File: src/rtl/lr_loss_acc_if.sv
// Sample-in / batch-result-out handshake bundle for the loss accumulator.
// Master drives samples and result-ready; slave is the accumulator.
interface lr_loss_acc_if;
    logic [3:0]  y_pred;
    logic [3:0]  y_true;
    logic        in_valid;
    logic        in_ready;
    logic [15:0] loss_sum;
    logic [3:0]  max_abs_err;
    logic        out_valid;
    logic        out_ready;

    modport master (
        output y_pred, y_true, in_valid, out_ready,
        input  in_ready, loss_sum, max_abs_err, out_valid
    );

    modport slave (
        input  y_pred, y_true, in_valid, out_ready,
        output in_ready, loss_sum, max_abs_err, out_valid
    );
endinterface

File: src/rtl/lr_loss_acc.sv
// Batch sum-of-squared-error and max-abs-error accumulator for the
// linear regression stage; two-stage datapath plus ACC/DRAIN/HOLD FSM.
module lr_loss_acc #(
    parameter int unsigned BATCH = 8
) (
    input logic         clk,
    input logic         rst,
    lr_loss_acc_if.slave bus
);
    typedef enum logic [1:0] {
        ACC   = 2'd0,
        DRAIN = 2'd1,
        HOLD  = 2'd2
    } state_t;

    localparam logic [7:0] LAST = 8'(BATCH - 1);

    state_t state, state_nx;

    logic [7:0]  cnt;
    logic [15:0] acc;
    logic [3:0]  max;
    logic        s1_valid;
    logic [7:0]  s1_sq;
    logic [3:0]  s1_abs;

    logic        in_ready;
    logic        out_valid;
    logic        accept;
    logic        release_res;

    logic signed [4:0] err;
    logic        [4:0] err_mag;
    logic        [3:0] abs_err;
    logic        [7:0] sq;

    // |-15| = 15 still fits the 5-bit signed range, so negation is safe
    assign err     = $signed({1'b0, bus.y_pred}) - $signed({1'b0, bus.y_true});
    assign err_mag = err[4] ? 5'(-err) : 5'(err);
    assign abs_err = err_mag[3:0];
    assign sq      = {4'd0, abs_err} * {4'd0, abs_err};

    assign accept      = bus.in_valid && in_ready;
    assign release_res = (state == HOLD) && bus.out_ready;

    always_comb begin
        state_nx  = state;
        in_ready  = 1'b0;
        out_valid = 1'b0;
        unique case (state)
            ACC: begin
                in_ready = 1'b1;
                if (bus.in_valid && cnt == LAST)
                    state_nx = DRAIN;
            end
            DRAIN: begin
                state_nx = HOLD;
            end
            HOLD: begin
                out_valid = 1'b1;
                if (bus.out_ready)
                    state_nx = ACC;
            end
            default: begin
                state_nx = ACC;
            end
        endcase
    end

    always_ff @(posedge clk) begin
        if (rst) begin
            state    <= ACC;
            cnt      <= 8'd0;
            acc      <= 16'd0;
            max      <= 4'd0;
            s1_valid <= 1'b0;
            s1_sq    <= 8'd0;
            s1_abs   <= 4'd0;
        end else begin
            state    <= state_nx;
            s1_valid <= accept;
            if (accept) begin
                s1_sq  <= sq;
                s1_abs <= abs_err;
                cnt    <= cnt + 8'd1;
            end
            // s1_valid is never set in HOLD, so release and absorb cannot collide
            if (release_res) begin
                acc <= 16'd0;
                max <= 4'd0;
                cnt <= 8'd0;
            end else if (s1_valid) begin
                acc <= acc + {8'd0, s1_sq};
                if (s1_abs > max)
                    max <= s1_abs;
            end
        end
    end

    assign bus.in_ready    = in_ready;
    assign bus.out_valid   = out_valid;
    assign bus.loss_sum    = acc;
    assign bus.max_abs_err = max;
endmodule

File: src/flat_wrapper.sv
// flat-port wrapper written by rule: the top's interface ports become plain ports
module lr_loss_acc_flat 
#(
    parameter int unsigned BATCH = 8
)
  (clk, rst, bus_y_pred, bus_y_true, bus_in_valid, bus_out_ready, bus_in_ready, bus_loss_sum, bus_max_abs_err, bus_out_valid);
  lr_loss_acc_if bus_i ();
  input logic clk;
  input logic rst;
  input wire logic [$bits(bus_i.y_pred)-1:0] bus_y_pred;
  input wire logic [$bits(bus_i.y_true)-1:0] bus_y_true;
  input wire logic [$bits(bus_i.in_valid)-1:0] bus_in_valid;
  input wire logic [$bits(bus_i.out_ready)-1:0] bus_out_ready;
  output wire logic [$bits(bus_i.in_ready)-1:0] bus_in_ready;
  output wire logic [$bits(bus_i.loss_sum)-1:0] bus_loss_sum;
  output wire logic [$bits(bus_i.max_abs_err)-1:0] bus_max_abs_err;
  output wire logic [$bits(bus_i.out_valid)-1:0] bus_out_valid;
  assign bus_i.y_pred = bus_y_pred;
  assign bus_i.y_true = bus_y_true;
  assign bus_i.in_valid = bus_in_valid;
  assign bus_i.out_ready = bus_out_ready;
  assign bus_in_ready = bus_i.in_ready;
  assign bus_loss_sum = bus_i.loss_sum;
  assign bus_max_abs_err = bus_i.max_abs_err;
  assign bus_out_valid = bus_i.out_valid;
  lr_loss_acc #(.BATCH(BATCH)) u_core (.clk(clk), .rst(rst), .bus(bus_i));
endmodule
File: config.mk
export PLATFORM = sky130hd
export DESIGN_NAME = lr_loss_acc_flat
export DESIGN_NICKNAME = d
export VERILOG_FILES = /design/src/rtl/lr_loss_acc_if.sv /design/src/rtl/lr_loss_acc.sv /design/src/flat_wrapper.sv
export SDC_FILE = /design/constraint.sdc
export NUM_CORES = 1
export LEC_CHECK = 0
export ABC_AREA = 1
export BUFFER_PORTS_ARGS = -buffer_cell sky130_fd_sc_hd__buf_2
export CORE_ASPECT_RATIO = 1.1
export CORE_MARGIN = 2
export CORE_UTILIZATION = 62
export DETAILED_ROUTE_END_ITERATION = 6
export PLACE_DENSITY = 0.91
export SLEW_MARGIN = 20
export SYNTH_ARGS = -nofsm -noshare
export SYNTH_HDL_FRONTEND = slang
export SYNTH_SLANG_ARGS = --single-unit
File: constraint.sdc
create_clock -name clk -period 4.9 [get_ports clk]
set_input_delay 0.735 -clock clk [delete_from_list [all_inputs] [get_ports clk]]
set_output_delay 0.735 -clock clk [all_outputs]
set_load 0.01 [all_outputs]
==> results.txt, run 1 <==
Status = completed
# rows = 24
DRT Pass-1 Iters = 4
Total track usage = 25.40%
Relative slew slack = 57.84%
Share of layout cells above drive strength 1 = 16.05%
Final hold vios = 0
Element type at the critical path start = primary input
Static Leak = 0.001436 uW
Largest family of logic cells by synthesized area = simple AND/OR/NAND/NOR gates
Cell Area, Synth = 0.002589 mm^2
Via density = 5.438
Core region area = 0.003994 mm^2
Root Driver = clkbuf_8
Worst-skew pair later-pin latency = 300 ps
Deepest clock path buffer count = 2
Cell variety after synth = 35
Initial antenna violation count = 0
Register area = 820.8 um^2
Min cycle time layout = 3238 ps
TritonCTS buffer count = 5
Synth warn = 0
Post-Synthesis Net Count = 406
Slew @ Worst Pin = 631.5 ps
TNS Setup = 0 ps
CTS H-tree lvls = 2
Die width = 65.61 um
Post-synthesis xor/xnor area fraction = 2.030%
DRT antenna net count = 0
Post-Syn Instances = 370
Drt initial violations = 199
Worst path arrival time = 3440 ps
PwrDens = 309.0 mW/mm^2
Reg2Reg Setup Slack = 3140 ps
NetSw = 286.5 uW
Nets = 440
Num ports = 34
Clock Skews = 11.65 ps
First-pass GRT wire length = 9487 um
DP Wirelength = 4048 um
Synth Area in Compound Gates = 14.64%
CTS sink cnt = 41
Maxcap violations = 0
Fmax = 308.8 MHz
Top cell type by total area after synthesis = dfxtp_1
Hold Crit Class = reg2reg
Slew Viols, Final = 0
Antenna Cells = 0
Worst Path Max Fanout = 4
Reg2Reg Depth = 7
Reg power frac = 41.4%
Proportion of netlist area held by the largest area contributor = 31.71%
Vias in the first global route = 2299
DRC Markers = 0
Switching Share = 31.94%
#FFs+latches synth = 41
Resize count post-CTS = 0
Synth Area in Adders = 12.18%
CP endpoint = u_core.s1_sq[6]
WHS = 475.5 ps
Multi-input gate area = 0.001516 mm^2
# fillers = 304
Combinational share of power = 26.9%
Post-CTS setup buffer count = 0
Routed vias = 2485
Grt ovf = 0
Area contributors post-synth = dfxtp_1, ha_1, nand2_1, inv_1, nor2_1
Clock share of power = 31.7%
Post-synthesis area per instance = 6.997 um^2
Reg2reg start = u_core.state[1]
Sequential share of the synthesized area = 31.71%
Final WL = 5604 um
Routed wire per std cell = 12.26 um
Gpl congestion = 0.9144
Internal = 610.4 uW
Worst reg2reg path endpoint = u_core.bus.loss_sum[11]
# setup viols final = 0
Worst-path clk slew = 80 ps
CP endpoint kind = register
Worst Setup Path Type = in2reg
Port buffer count = 33
Cts hold-fix bufs = 0
Largest net degree at the start of global routing = 20
Mux contribution to synthesized area = 0%
P&R area growth vs syn = 12.13%
Peak VDD IR = 137.5 uV
Final period utilization = 66.09%
Initial Util = 64.82%
Simple-gate share of the synthesized area = 29.72%
Die H = 71.77 um
Die area = 0.004709 mm^2
Worst Path Required = 5100 ps
RSZ-0062 raised after global routing = false
CTS tree = done
Worst setup startpoint = bus_y_pred[0]
[state kept, by name (all words and copies together) (netlist names)]
name and cells:
u_core.cnt 8, u_core.s1_valid 1, u_core.bus.loss_sum 16, u_core.bus.max_abs_err 4, u_core.s1_sq 6, u_core.state 2, u_core.s1_abs 4
[cell usage in the layout (no fill, tap or decap), drive strengths merged, types with 3 or more instances in the layout]
cell type	synthesis	final
dfxtp	41	41
xor2	5	5
nand4	4	4
nand3	34	34
a21oi	33	33
ha	22	22
a31oi	3	3
clkbuf	1	6
nand2	71	71
nor2	50	50
buf	5	33
inv	55	55
o21ai	26	26
nor3	7	7
[power groups by stage]
stage | registers (uW) | clock network (uW) | logic, uW
final | 372 | 284 | 241
after CTS | 371 | 286 | 240
after global routing | 374 | 299 | 272
after floorplan | 377 | 0 | 184
after global placement | 378 | 0 | 227
after detailed placement | 378 | 0 | 235
[worst max-delay path, stage by stage]
cell and delay, ps:
buf_2 90, inv_1 50, ha_1 130, inv_1 60
fa_1 550, inv_1 70, ha_1 200, inv_1 60
nand3_1 80, nand2_1 130, nand2_1 80, o21ai_2 80
nand2_1 70, nor2_1 140, inv_1 80, fa_1 420
inv_1 70, a31oi_1 90, nand4_1 100, nand3_1 70
nand2_1 60, inv_1 30
[area by class of cell]
type / count / share of cell area, %
clock inverters: 2 / 1.293
flip-flops and latches: 41 / 28.28
inverters: 57 / 7.414
well taps: 52 / 2.241
multi-input cells: 266 / 52.24
clock buffers: 6 / 2.845
repair buffers: 33 / 5.690
[kinds of logic after synthesis]
logic type,count (synthesis)
and+or+nand+nor,169
adders and majority gates,24
DFF,41
xor gates and xnor gates,6
buffers and inverters,63
AOI/OAI and AO/OA,67
[routing by layer]
metal  part of all wire (%)  GRT usage (%)  vias to the layer above  routed length, um
met5                      0              0                        -                  0
met4                    1.4          10.65                        0                 80
met3                    3.5          5.024                        7                195
met2                     53          45.92                       57               2945
met1                     43          28.85                     1145               2383
li1                       -              -                     1276                  -
[synthesized netlist by cell type]
master    count
a41oi_1       1
buf_4         3
ha_1         22
o21ai_2       3
o21ai_1       1
nand4_1       4
o21ai_0      22
a21o_1        1
o211ai_1      2
a21oi_2       1
nand2_2       5
nor3_1        5
o21bai_1      1
nor2_4        2
xnor2_1       1
nor2_1       45
nor3b_1       1
nand2_1      66
buf_2         2
nand3_2       4
fa_1          2
a31oi_1       3
xor2_1        5
nor2_2        3
a21oi_4       1
nand3_1      30
clkinv_2      1
dfxtp_1      41
nor3_2        2
clkbuf_1      1
inv_2         2
nor4_1        2
a21oi_1      31
clkinv_1      1
inv_1        53
[through the flow]
| stage | power (uW) | utilization [%] | instance area, um^2 | worst slack [ps] | instances |
|---|---|---|---|---|---|
| global placement | 604.3 | 69.67 | 2783 | 1497 | 449 |
| detailed placement | 612.8 | 69.67 | 2783 | 1395 | 449 |
| global route | 944.6 | 72.68 | 2903 | 1430 | 457 |
| floorplan | 561.5 | - | 2589 | 1701 | 370 |
| CTS | 896.5 | 72.68 | 2903 | 1703 | 457 |
| finish | 896.9 | 72.68 | 2903 | 1662 | 457 |
[worst min-delay path by stage]
stage / cells past startpoint / slack (ps) / endpoint / start
2_1_floorplan: 2 / 440 / u_core.cnt[7] / u_core.cnt[7]
3_3_place_gp: 2 / 460 / u_core.cnt[7] / u_core.cnt[7]
3_5_place_dp: 2 / 460 / u_core.s1_sq[7] / u_core.s1_sq[7]
4_1_cts: 2 / 480 / u_core.cnt[7] / u_core.cnt[7]
5_1_grt: 1 / 500 / u_core.state[0] / u_core.cnt[4]
6_report: 2 / 480 / u_core.cnt[7] / u_core.cnt[7]
Power figures use the tool's default switching activity.
==> run 2: changes to the inputs <==
- CORE_UTILIZATION: 62 -> 58
- PLACE_DENSITY: 0.91 -> 0.86
- clock period: 4.9 -> 3.15 ns (I/O delays scaled with it)
==> results.txt, run 2 (synthesis results as in run 1) <==
Worst path arrival time = 3060 ps (was 3440 ps)
Status = completed (unchanged)
CTS H-tree lvls = 2 (unchanged)
Finished Cell Area = 0.002935 mm^2 (was 0.002903 mm^2)
Initial antenna violation count = 0 (unchanged)
Largest net degree at the start of global routing = 19 (was 20)
DRC Markers = 0 (unchanged)
Num ports = 34 (unchanged)
# rows = 25 (was 24)
Element type at the critical path start = primary input (unchanged)
Die H = 74.07 um (was 71.77 um)
Static Leak = 0.001450 uW (was 0.001436 uW)
Gpl congestion = 0.8640 (was 0.9144)
Vias in the first global route = 2204 (was 2299)
Port buffer count = 33 (unchanged)
Root Driver = clkbuf_8 (unchanged)
Most common cell after layout, fill and taps aside = nand2_1 (unchanged)
Die area = 0.005015 mm^2 (was 0.004709 mm^2)
Worst Setup Path Type = in2reg (unchanged)
Total track usage = 22.81% (was 25.40%)
Drt initial violations = 124 (was 199)
Final WL = 5470 um (was 5604 um)
Peak VDD IR = 245.8 uV (was 137.5 uV)
PwrDens = 473.7 mW/mm^2 (was 309.0 mW/mm^2)
Flip-flop count of the largest register after layout = 16 (unchanged)
# fillers = 350 (was 304)
Hold Crit Class = in2reg (was reg2reg)
Final hold vios = 0 (unchanged)
Slew Viols, Final = 0 (unchanged)
Worst-skew pair later-pin latency = 300 ps (about the same)
Maxcap violations = 0 (unchanged)
Most frequent cells in the layout = nand2_1, inv_1, nor2_1 (unchanged)
TritonCTS buffer count = 5 (unchanged)
Nets = 444 (was 440)
Final period utilization = 90.73%
DP Wirelength = 4080 um (was 4048 um)
Dpl ws = -38.83 ps (was 1395 ps)
Core region area = 0.004285 mm^2 (was 0.003994 mm^2)
Post-route insts no fill = 463 (was 457)
Placed inst area = 0.002815 mm^2 (was 0.002783 mm^2)
Worst Path Max Fanout = 4 (unchanged)
Setup ws final = 292.1 ps (was 1662 ps)
Grt ovf = 0 (unchanged)
RSZ-0062 raised after global routing = false (unchanged)
Relative slew slack = 64.24% (was 57.84%)
Initial Util = 60.41% (was 64.82%)
P&R area growth vs syn = 13.39% (was 12.13%)
Routed wire per std cell = 11.81 um (was 12.26 um)
# setup viols final = 0 (unchanged)
Worst Path Required = 3350 ps (was 5100 ps)
First-pass GRT wire length = 8907 um (was 9487 um)
WHS = 394.8 ps (was 475.5 ps)
Post-CTS setup buffer count = 0 (unchanged)
Deepest clock path buffer count = 2 (unchanged)
Worst-path clk slew = 90 ps (was 80 ps)
Via density = 5.447 (was 5.438)
Fmax = 349.9 MHz
Die width = 67.70 um (was 65.61 um)
CTS tree = done (unchanged)
Routed vias = 2522 (was 2485)
Clock Skews = 9.559 ps (was 11.65 ps)
CTS sink cnt = 41 (unchanged)
Antenna Cells = 0 (unchanged)
DRT Pass-1 Iters = 4 (unchanged)
Share of layout cells above drive strength 1 = 17.36% (was 16.05%)
CP endpoint kind = register (unchanged)
Slew @ Worst Pin = 535.7 ps (was 631.5 ps)
DRT antenna net count = 0 (unchanged)
DP Cell Count = 455 (was 449)
Min cycle time layout = 2858 ps
-- run 2: cell types whose count changed in the layout (fill, tap and decap cells not counted) --
| cell | delta |
|---|---|
| buf_4 | +4 |
| clkbuf_8 | -1 |
| clkinv_4 | +1 |
| fa_1 | -1 |
| fa_2 | +1 |
| nor2_1 | -1 |
| nor2_2 | +1 |
-- run 2: critical path, cell delays in order --
cell and delay (ps):
buf_2 90, inv_1 40, ha_1 130, inv_1 60
fa_2 560, inv_1 50, ha_1 180, inv_1 60
nand3_1 70, nand2_1 120, nand2_1 80, o21ai_2 60
nand2_1 80, nor2_2 110, inv_1 60, fa_1 400
inv_1 70, a31oi_1 90, nand4_1 100, nand3_1 70
nand2_1 60, inv_1 30
-- run 2: per-layer routing --
layer	track usage, %	vias to the layer above	part of all wire, %
li1	-	1286	-
met1	24.58	1168	42
met2	42.37	58	52
met3	4.085	10	4.2
met4	10.88	0	1.7
met5	0	-	0
-- run 2: worst paths after layout --
check / from / endpoint / slack [ps] / cells past startpoint
worst max-delay path: bus_y_pred[0] / u_core.s1_sq[6] / 290 / 22
worst min-delay path: rst / u_core.s1_valid / 390 / 2
worst max register to register: u_core.state[1] / u_core.bus.loss_sum[11] / 1280 / 7
worst min register to register: u_core.bus.max_abs_err[3] / u_core.bus.max_abs_err[3] / 480 / 2
-- run 2: layout make-up --
cell class / instances / area [um^2] / share of cell area (%)
Timing Repair Buffer: 37 / 195.2 / 6.650
Multi-Input combinational cell: 266 / 1521 / 51.83
Tap cell: 54 / 67.56 / 2.302
Clock inverter: 3 / 46.29 / 1.577
Inverter: 57 / 215.2 / 7.332
Clock buffer: 5 / 68.82 / 2.344
Sequential cell: 41 / 820.8 / 27.96
-- run 2: through the flow --
stage | power (uW) | util [%] | TNS [ps]
5_1_grt | 1464 | 68.50 | 0
3_5_place_dp | 963.8 | 65.69 | -38.83
3_3_place_gp | 951.2 | 65.69 | 0
4_1_cts | 1390 | 68.38 | 0
2_1_floorplan | 873.4 | - | 0
6_report | 1391 | 68.50 | 0
-- run 2: timing repair --
| action | 4_1_cts | 5_1_grt |
|---|---|---|
| hold buffers | 0 | 0 |
| endpoints found under the setup margin | 0 | 1 |
| resized for setup | 0 | 2 |
-- run 2: power breakdown --
group | internal (uW) | switching, uW
combinational | 149 | 235
sequential | 551 | 23.0
clock | 237 | 195
